### src/rtl/min_max_display.sv
// LED bar driver: shows a value inside a [min, max] window, as a linear bar, or as a lamp test.
// The LED vector is registered once, so it follows the sampled inputs by one clock.
module min_max_display #(
  parameter int VALSIZE = 4,
  parameter int ERRNO   = 0
) (
  input  logic                  clk_i,
  input  logic                  rst_ni,
  input  logic [1:0]            com_i,
  input  logic [VALSIZE-1:0]    max_i,
  input  logic [VALSIZE-1:0]    min_i,
  input  logic                  osc_i,
  input  logic [VALSIZE-1:0]    val_i,
  output logic [2**VALSIZE-1:0] leds_o
);

  localparam int N = 2**VALSIZE;

  localparam logic [1:0] MODE_NORMAL = 2'b00;
  localparam logic [1:0] MODE_LINEAR = 2'b01;
  localparam logic [1:0] MODE_OFF    = 2'b10;
  localparam logic [1:0] MODE_ON     = 2'b11;

  logic [N-1:0] w_leds_next;
  logic         w_osc;
  logic         w_in_window;
  logic [N-1:0] r_leds;

  assign w_osc       = (ERRNO == 2) ? 1'b1 : osc_i;
  assign w_in_window = (min_i <= val_i) && (val_i <= max_i);

  // Each LED is decided independently from its own index, so no shift can wrap past N-1.
  always_comb begin
    w_leds_next = '0;
    case (com_i)
      MODE_NORMAL: begin
        if (w_in_window) begin
          for (int i = 0; i < N; i++) begin
            if ((VALSIZE'(i) >= min_i) && (VALSIZE'(i) <= val_i)) begin
              w_leds_next[i] = !((ERRNO == 1) && (VALSIZE'(i) == val_i));
            end else if ((VALSIZE'(i) > val_i) && (VALSIZE'(i) <= max_i)) begin
              w_leds_next[i] = w_osc;
            end
          end
        end
      end
      MODE_LINEAR: begin
        for (int i = 0; i < N; i++) begin
          if (ERRNO == 3) begin
            w_leds_next[i] = (VALSIZE'(i) < val_i);
          end else begin
            w_leds_next[i] = (VALSIZE'(i) <= val_i);
          end
        end
      end
      MODE_OFF: w_leds_next = '0;
      MODE_ON:  w_leds_next = '1;
      default:  w_leds_next = '0;
    endcase
  end

  always_ff @(posedge clk_i or negedge rst_ni) begin
    if (!rst_ni) begin
      r_leds <= '0;
    end else begin
      r_leds <= w_leds_next;
    end
  end

  assign leds_o = r_leds;

endmodule

### config.mk
export PLATFORM = sky130hd
export DESIGN_NAME = min_max_display
export DESIGN_NICKNAME = d
export VERILOG_FILES = /design/src/rtl/min_max_display.sv
export SDC_FILE = /design/constraint.sdc
export NUM_CORES = 1
export LEC_CHECK = 0
export CAP_MARGIN = 25
export CORE_MARGIN = 2
export CORE_UTILIZATION = 45
export DETAILED_ROUTE_END_ITERATION = 8
export PLACE_DENSITY = 0.84
export SLEW_MARGIN = 20
export SYNTH_ARGS = -nofsm -noshare
export SYNTH_HDL_FRONTEND = slang
export SYNTH_SLANG_ARGS = --single-unit
### constraint.sdc
create_clock -name clk_i -period 0.8 [get_ports clk_i]
set_input_delay 0.12 -clock clk_i [delete_from_list [all_inputs] [get_ports clk_i]]
set_output_delay 0.12 -clock clk_i [all_outputs]
set_load 0.05 [all_outputs]
==> reports/results.ini, run 1 <==
[run_status]
status = finished, violations left
violations = setup timing

[flow_run]
drv_cap = 0

[worst_setup_path]
crit_type = in2reg
crit_required_ns = 0.99
arrival_ns = 1.67
endpoint_kind = flip-flop
critPathMaxFanout = 8
start_kind = primary input

[clock_network]
htreeDepth = 1
cts_buffers = 3
cts_num_sinks = 16
cts.clk_slew.worst_paths_ns = 0.10
cts_tree = yes
clk_path_buf_depth = 2
root_buffer = clkbuf_4

[synthesis]
yosysTopAreaCell = dfrtp_1
syn-num-nets = 188
ys_seq_area_frac = 0.309
syn_area_per_cell_um2 = 7.94
async_flop_share = 1.00
synth_seq_cells = 16
synth_edf_count = 0
yosys_warnings = 0
syn-instance-count = 163
ys.flop_type = dfrtp_1
synth_top_area_share = 0.309
synth.distinct_cells = 34
netlist_area_um2 = 1290
synthTopCellsByArea = dfrtp_1 31%, ha_1 7.7%, a21oi_1 7.3%, nand2_1 6.7%, o31ai_2 5.8%

[floorplan]
die_area_um2 = 3320
initial_core_util = 0.474
design.portCount = 33
die_h_um = 57.6
core_area_um2 = 2730
fp.dieW_um = 57.6
num_rows = 19

[global_routing]
grt_pass1_vias = 1846
grt_max_degree = 17
grt_overflow = 0
track_usage = 0.364
grt_pass1_wl_um = 9060
grt_antenna_before_repair = 0

[layout]
multi_input_area_um2 = 1100
stdcell_area_um2 = 2450
layout_common_cells = 41 x buf_4, 21 x nand2_1, 18 x buf_12
layout_commonest_cell = buf_4
fill_cells = 108
regArea_um2 = 400
largest_reg_flops = 16
layout-drive-gt1-share = 0.511
nets = 257
diodes = 0
areaGrowthSynthToFinish_pct = 89.4

[route]
ant_nets = 0
top_layer = met4
drc = 0
drt-met1-wl_um = 2210
post_drt_wl_per_cell_um = 25.8
routed-wl-met2_um = 3090
drt-pass1-iter-count = 5
vias = 1913
drt_wl_total_um = 6760
drtIter0Drc = 252
met3_length_um = 842
vias_per_cell = 7.30

[worst_hold_path]
hold_path.class = in2async

[power_and_ir_drop]
power_density_nw_per_um2 = 1330
peakVddDrop_mv = 1.45
p_leak_nw = 1.04

[timing]
hold_viol = 0
slew_violations = 0
fin_crit_ns = 1.48
timing.final.crit_share = 1.85
setup_viol = 32
slew_headroom = 0.657
tightest_slew_ns = 0.511
timing.fmax_ghz = 0.676
rsz0062_at_grt = yes
setup_ws_ns = -0.679

[place]
gp_congestion = 0.954
place_area_um2 = 2090
io_buffer_count = 32
post-place-ws_ns = -1.43
place_hpwl_um = 3420

[routing by layer]
layer / GRT usage / vias to the layer above
li1: - / 735
met1: 0.424 / 858
met2: 0.615 / 231
met3: 0.0491 / 89
met4: 0.256 / 0
met5: 0 / -
[metrics by stage]
stage,util,instances,setup TNS (ns),hold WS [ns],power (mW)
after floorplan,-,163,-10.96,-0.176,1.59
after global placement,0.765,254,-19.62,0.466,2.25
after detailed placement,0.765,254,-20.99,0.471,2.31
after CTS,0.871,262,-11.92,0.133,3.07
after global routing,0.897,262,-13.12,0.157,3.35
final,0.897,262,-12.42,0.151,3.26
[final timing paths]
check                          from                   end  slack, ns  depth (start not counted)
max in group asynchronous    rst_ni   leds_o[4]$_DFF_PN0_       0.53                          2
max                        min_i[2]  leds_o[10]$_DFF_PN0_      -0.68                          6
min                          rst_ni  leds_o[12]$_DFF_PN0_       0.15                          2
min in group clk_i         val_i[1]   leds_o[2]$_DFF_PN0_       0.31                          4
[cell families (layout without fill, tap and decap cells)]
| family | count (synthesis) | count (layout) | share of synthesized area |
|---|---|---|---|
| AO/OA/AOI/OAI | 65 | 65 | 0.352 |
| AND/OR/NAND/NOR | 48 | 48 | 0.159 |
| buffers and inverters | 22 | 90 | 0.0705 |
| flip-flops | 16 | 16 | 0.309 |
| adder cells (fa/ha/maj) | 8 | 8 | 0.0773 |
| multiplexers | 4 | 4 | 0.0319 |
[Yosys cell counts, types with 2 or more instances]
master,count
nand3_1,4
a211oi_1,3
a21oi_1,19
dfrtp_1,16
o21ai_1,4
nor2b_1,3
clkbuf_1,9
o31ai_2,6
o311ai_1,4
o21ai_0,12
nor2_1,11
ha_1,8
inv_1,10
a211o_1,2
a41oi_1,3
nor3_1,4
o31ai_1,4
nand2_1,23
mux2i_1,3
[area by class of cell]
class,count,share of cell area
multi-input cells,125,0.447
repair buffers,75,0.338
flip-flops and latches,16,0.163
inverters,11,0.0209
well taps,31,0.0158
clock buffers,4,0.0148
[worst max-delay path, cell delays in order]
cell and delay, ns:
clkdlybuf4s15_2 0.22, ha_4 0.29, a41oi_1 0.16, a2111o_1 0.41
buf_12 0.20, a211oi_2 0.26
[power by group]
| group | switching [mW] | total, mW | leakage (nW) | internal (mW) |
|---|---|---|---|---|
| clock network | 0.273 | 0.550 | 0.0210 | 0.277 |
| registers | 0.0686 | 0.948 | 0.192 | 0.879 |
| logic | 0.975 | 1.76 | 0.823 | 0.790 |
[repair_timing]
action | in CTS | in global routing
hold buffers | 0 | 0
gates cloned | 1 | 0
endpoints found under the setup margin | 32 | 32
resized for setup | 95 | 17
endpoints found under the hold margin | 0 | 0
setup buffers | 3 | 0
pin swaps | 18 | 6
Power figures use the tool's default switching activity.
==> run 2: changes to the inputs <==
--- a/config.mk
+++ b/config.mk
@@ -9,6 +9,7 @@
 export CORE_MARGIN = 2
 export CORE_UTILIZATION = 45
 export DETAILED_ROUTE_END_ITERATION = 8
+export HOLD_SLACK_MARGIN = 0.06
 export PLACE_DENSITY = 0.84
 export SLEW_MARGIN = 20
 export SYNTH_ARGS = -nofsm -noshare
==> constraint.sdc (replaced) <==
create_clock -name clk_i -period 1.6 [get_ports clk_i]
set_input_delay 0.24 -clock clk_i [delete_from_list [all_inputs] [get_ports clk_i]]
set_output_delay 0.24 -clock clk_i [all_outputs]
set_load 0.05 [all_outputs]
==> reports/results.ini, run 2 (synthesis gave the netlist of run 1 again) <==
[global_routing]
track_usage = 0.290  ; -0.0739
grt_pass1_wl_um = 7500  ; -17%
gr-usage-met1 = 0.322  ; -0.102
grt_pass1_vias = 1691  ; -8.4%
grt_overflow = 0  ; unchanged
grt_max_degree = 17  ; unchanged
top_usage_layer = met2
grt_antenna_before_repair = 0  ; unchanged
grt_use_met3 = 0.0223  ; -0.0268
grt.met2_usage = 0.541  ; -0.0747

[place]
io_buffer_count = 32  ; unchanged
gp_congestion = 0.933  ; -2.2%
place_hpwl_um = 3360  ; -1.7%
dp.cells = 251  ; -1.2%

[worst_setup_path]
max_stage_delay_ns = 0.43  ; +0.02 ns
arrival_ns = 1.80  ; +0.13 ns
endpoint_kind = flip-flop
crit_slowest_cell = a2111o_1
critPathMaxFanout = 4  ; -4
cp_cell_sequence = buf_2, inv_2, ha_4, a21oi_2, a41oi_2, a2111o_1, buf_6, o311ai_4
crit_type = in2reg
crit_required_ns = 1.80  ; +0.81 ns
start_kind = primary input

[power_and_ir_drop]
peakVddDrop_mv = 0.685  ; -53%
report.power.total_mw = 1.41  ; -57%
p_leak_nw = 0.924  ; -11%
power_density_nw_per_um2 = 667  ; -50%

[route]
post_drt_wl_per_cell_um = 18.1  ; -30%
ant_nets = 0  ; unchanged
drt-pass1-iter-count = 4  ; -1
vias = 1620  ; -15%
drt_wl_total_um = 4680  ; -31%
drtIter0Drc = 80  ; -68%
drc = 0  ; unchanged
vias_per_cell = 6.25  ; -14%

[layout]
finalNonFillerCells = 259  ; -1.1%
largest_reg_flops = 16  ; unchanged
layout_common_cells = 53 x buf_4, 22 x nand2_1, 16 x a21oi_1, 16 x dfrtp_1, 12 x o21ai_0
nets = 254  ; -1.2%
diodes = 0  ; unchanged
layout_commonest_cell = buf_4
areaGrowthSynthToFinish_pct = 63.4
layout-drive-gt1-share = 0.478  ; -0.0328

[timing]
timing.fmax_ghz = 0.624
hold_viol = 0  ; unchanged
fin_crit_ns = 1.60
setup_ws_ns = -0.00252  ; +0.677 ns
slew_headroom = 0.679  ; +0.0226
tightest_slew_ns = 0.477  ; -0.0341 ns
fin_tns_setup_ns = -0.00252  ; +12.42 ns
timing.final.crit_share = 1.00
rsz0062_at_grt = yes
setup_viol = 1  ; -97%
slew_violations = 0  ; unchanged

[clock_network]
root_buffer = clkbuf_4
cts_buffers = 3  ; unchanged
ctsHoldBuffers = 0  ; unchanged
clk_path_buf_depth = 2  ; unchanged
cts_tree = yes
cts_num_sinks = 16  ; unchanged
cts.clk_slew.worst_paths_ns = 0.10  ; about the same
htreeDepth = 1  ; unchanged

[flow_run]
drv_cap = 0  ; unchanged

[run_status]
status = finished, violations left
violations = setup timing

[floorplan]
initial_core_util = 0.474  ; unchanged
core_area_um2 = 2730  ; unchanged
num_rows = 19  ; unchanged
design.portCount = 33  ; unchanged
die_area_um2 = 3320  ; unchanged
die_h_um = 57.6  ; unchanged
fp.dieW_um = 57.6  ; unchanged

[worst_hold_path]
hold_path.class = in2async

[run 2: power by group]
part	internal, mW	total, mW	leakage [nW]	switching [mW]
Clock	0.139	0.270	0.0210	0.131
Sequential	0.439	0.449	0.192	0.0101
Combinational	0.273	0.693	0.712	0.420
[run 2: cell type report]
type	count	area, um2
Tap cell	31	38.8
Multi-Input combinational cell	125	1040
Clock buffer	4	36.3
Inverter	11	46.3
Sequential cell	16	400
Timing Repair Buffer	72	551
Fill cell	183	618
[run 2: metal layers]
layer / up-vias / share of wire
li1: 737 / -
met1: 762 / 0.37
met4: 0 / 0.039
met5: - / 0
met3: 23 / 0.062
met2: 98 / 0.52
[run 2: stage by stage]
| step | utilization | cell area [um2] | hold slack, ns | setup WS, ns |
|---|---|---|---|---|
| 6_report | 0.774 | 2120 | 0.254 | -0.00252 |
| 5_1_grt | 0.774 | 2120 | 0.289 | -0.0220 |
| 4_1_cts | 0.746 | 2040 | 0.263 | 0.00157 |
| 3_5_place_dp | 0.679 | 1860 | 0.574 | -0.787 |
| 3_3_place_gp | 0.679 | 1860 | 0.571 | -0.661 |
| 2_1_floorplan | - | 1330 | -0.0556 | -0.0484 |
[run 2: what timing repair did]
item | 4_1_cts | 5_1_grt
gates resized for setup | 47 | 41
gates cloned | 0 | 1
setup buffers | 1 | 2
setup endpoints to repair | 16 | 16
pin swaps | 8 | 9
[run 2: critical path, delay by kind of cell]
kind / cells / cell delay, ns
compound gates: 4 / 0.91
buf+inv: 3 / 0.39
fa+ha+maj: 1 / 0.23
[run 2: path summary, 6_finish.rpt]
path	start	to	slack (ns)
min	rst_ni	leds_o[15]$_DFF_PN0_	0.25
min in group clk_i	val_i[1]	leds_o[2]$_DFF_PN0_	0.42
max	val_i[3]	leds_o[6]$_DFF_PN0_	-0.003
max in group asynchronous	rst_ni	leds_o[11]$_DFF_PN0_	1.17
==> run 3: changes to the inputs <==
--- a/config.mk
+++ b/config.mk
@@ -10,6 +10,7 @@
 export CORE_UTILIZATION = 45
 export DETAILED_ROUTE_END_ITERATION = 8
 export HOLD_SLACK_MARGIN = 0.06
+export MAX_ROUTING_LAYER = met4
 export PLACE_DENSITY = 0.84
 export SLEW_MARGIN = 20
 export SYNTH_ARGS = -nofsm -noshare
==> reports/results.ini, run 3 (synthesis gave the netlist of run 1 again) <==
[global_routing]
grt_overflow = 0  ; unchanged
grt_max_degree = 18  ; +1
grt_pass1_wl_um = 6780  ; -9.6%
grt_pass1_vias = 1552  ; -8.2%
grt_antenna_before_repair = 0  ; unchanged
track_usage = 0.275  ; -0.0156

[power_and_ir_drop]
peakVddDrop_mv = 0.743  ; +8.5%
p_comb_frac = 0.489  ; -0.002
clkPwrFrac = 0.188  ; -0.003
p_leak_nw = 0.935  ; +1.2%
p_switching_mw = 0.538  ; -4.2%
power_density_nw_per_um2 = 656  ; -1.8%
switching_share = 0.388  ; -0.0101
p_int_mw = 0.850  ; about the same
p_seq_frac = 0.323  ; +0.005

[clock_network]
clk_path_buf_depth = 2  ; unchanged
cts.clk_slew.worst_paths_ns = 0.09  ; about the same
htreeDepth = 1  ; unchanged
cts_tree = yes
root_buffer = clkbuf_4
ctsHoldBuffers = 0  ; unchanged
cts_num_sinks = 16  ; unchanged
cts_buffers = 3  ; unchanged

[timing]
timing.final.crit_share = 0.980  ; -0.0217
slew_violations = 0  ; unchanged
timing.fmax_ghz = 0.638  ; +2.2%
rsz0062_at_grt = yes
fin_tns_setup_ns = 0  ; +0.00252 ns
tightest_slew_ns = 0.620  ; +0.143 ns
fin_crit_ns = 1.57  ; -0.0347 ns
hold_viol = 0  ; unchanged
slew_headroom = 0.576  ; -0.104
setup_ws_ns = 0.0322  ; +0.0347 ns
setup_viol = 0  ; -1

[floorplan]
fp.dieW_um = 57.6  ; unchanged
die_area_um2 = 3320  ; unchanged
design.portCount = 33  ; unchanged
core_area_um2 = 2730  ; unchanged
num_rows = 19  ; unchanged
die_h_um = 57.6  ; unchanged
initial_core_util = 0.474  ; unchanged

[layout]
fill_cells = 188  ; +2.7%
diodes = 0  ; unchanged
nets = 258  ; +1.6%
layout_common_cells = 57 x buf_4, 22 x nand2_1, 16 x dfrtp_1
multi_input_area_um2 = 1000  ; -3.7%
layout_commonest_cell = buf_4
layout-drive-gt1-share = 0.478  ; about the same
largest_reg_flops = 16  ; unchanged
areaGrowthSynthToFinish_pct = 63.6
regArea_um2 = 400  ; unchanged

[route]
drc = 0  ; unchanged
drt_wl_total_um = 4550  ; -2.8%
vias = 1601  ; -1.2%
vias_per_cell = 6.09  ; -2.7%
drtIter0Drc = 103  ; +29%
post_drt_wl_per_cell_um = 17.3  ; -4.3%
ant_nets = 0  ; unchanged
drt-pass1-iter-count = 5  ; +1

[place]
io_buffer_count = 32  ; unchanged
post-place-ws_ns = -0.767  ; +0.0206 ns
place_hpwl_um = 3270  ; -2.6%
gp_congestion = 0.985  ; +5.5%

[worst_hold_path]
hold_path.class = in2async

[worst_setup_path]
endpoint_kind = flip-flop
crit_family = compound AO/OA/AOI/OAI gates
path_buf_inv = 3  ; unchanged
cp_cell_sequence = buf_8, inv_6, ha_4, a21oi_2, o21ai_1, a2111o_1, buf_6, o311ai_4
critPathMaxFanout = 4  ; unchanged
startpoint = max_i[1]
max_stage_delay_ns = 0.51  ; +0.08 ns
crit_type = in2reg
arrival_ns = 1.76  ; -0.04 ns
start_kind = primary input
crit_slowest_cell = a2111o_1
crit_required_ns = 1.79  ; about the same

[run_status]
status = finished clean

[flow_run]
drv_cap = 0  ; unchanged

-- run 3: metrics by stage --
| stage | hold WS (ns) | power [mW] | cells | cell area, um2 | utilization |
|---|---|---|---|---|---|
| 3_3_place_gp | 0.572 | 1.02 | 256 | 1890 | 0.692 |
| 3_5_place_dp | 0.572 | 1.04 | 256 | 1890 | 0.692 |
| 2_1_floorplan | -0.0556 | 0.795 | 163 | 1330 | - |
| 4_1_cts | 0.250 | 1.34 | 261 | 2040 | 0.747 |
| 6_report | 0.253 | 1.39 | 263 | 2120 | 0.775 |
| 5_1_grt | 0.292 | 1.44 | 263 | 2120 | 0.775 |
-- run 3: repair_timing --
action | in CTS | in global routing
setup endpoints to repair | 16 | 14
gates resized for setup | 39 | 45
gates cloned | 0 | 1
pin swaps | 7 | 8
buffers inserted | 1 | 1
hold endpoints to repair | 0 | 0
-- run 3: area by class of cell --
| class | count | share of cell area |
|---|---|---|
| Clock buffer | 4 | 0.0171 |
| Inverter | 11 | 0.0254 |
| Multi-Input combinational cell | 125 | 0.474 |
| Sequential cell | 16 | 0.189 |
| Tap cell | 31 | 0.0183 |
| Timing Repair Buffer | 76 | 0.276 |
-- run 3: power groups by stage --
stage	clock network, mW	registers, mW	logic, mW
after floorplan	0	0.586	0.209
after global placement	0	0.456	0.567
after detailed placement	0	0.457	0.584
after CTS	0.272	0.449	0.619
after global routing	0.277	0.451	0.715
final	0.261	0.448	0.679
-- run 3: final timing paths --
check                                  endpoint  cells past startpoint
max                         leds_o[4]$_DFF_PN0_                      8
min in group clk_i          leds_o[2]$_DFF_PN0_                      4
max in group asynchronous   leds_o[5]$_DFF_PN0_                      2
min                        leds_o[10]$_DFF_PN0_                      2
-- run 3: routing by layer --
layer	wire length [um]	global-route usage	vias to the layer above
met3	300	0.0179	27
met5	0	-	-
li1	-	-	743
met4	267	0.203	0
met1	1630	0.289	731
met2	2360	0.481	100
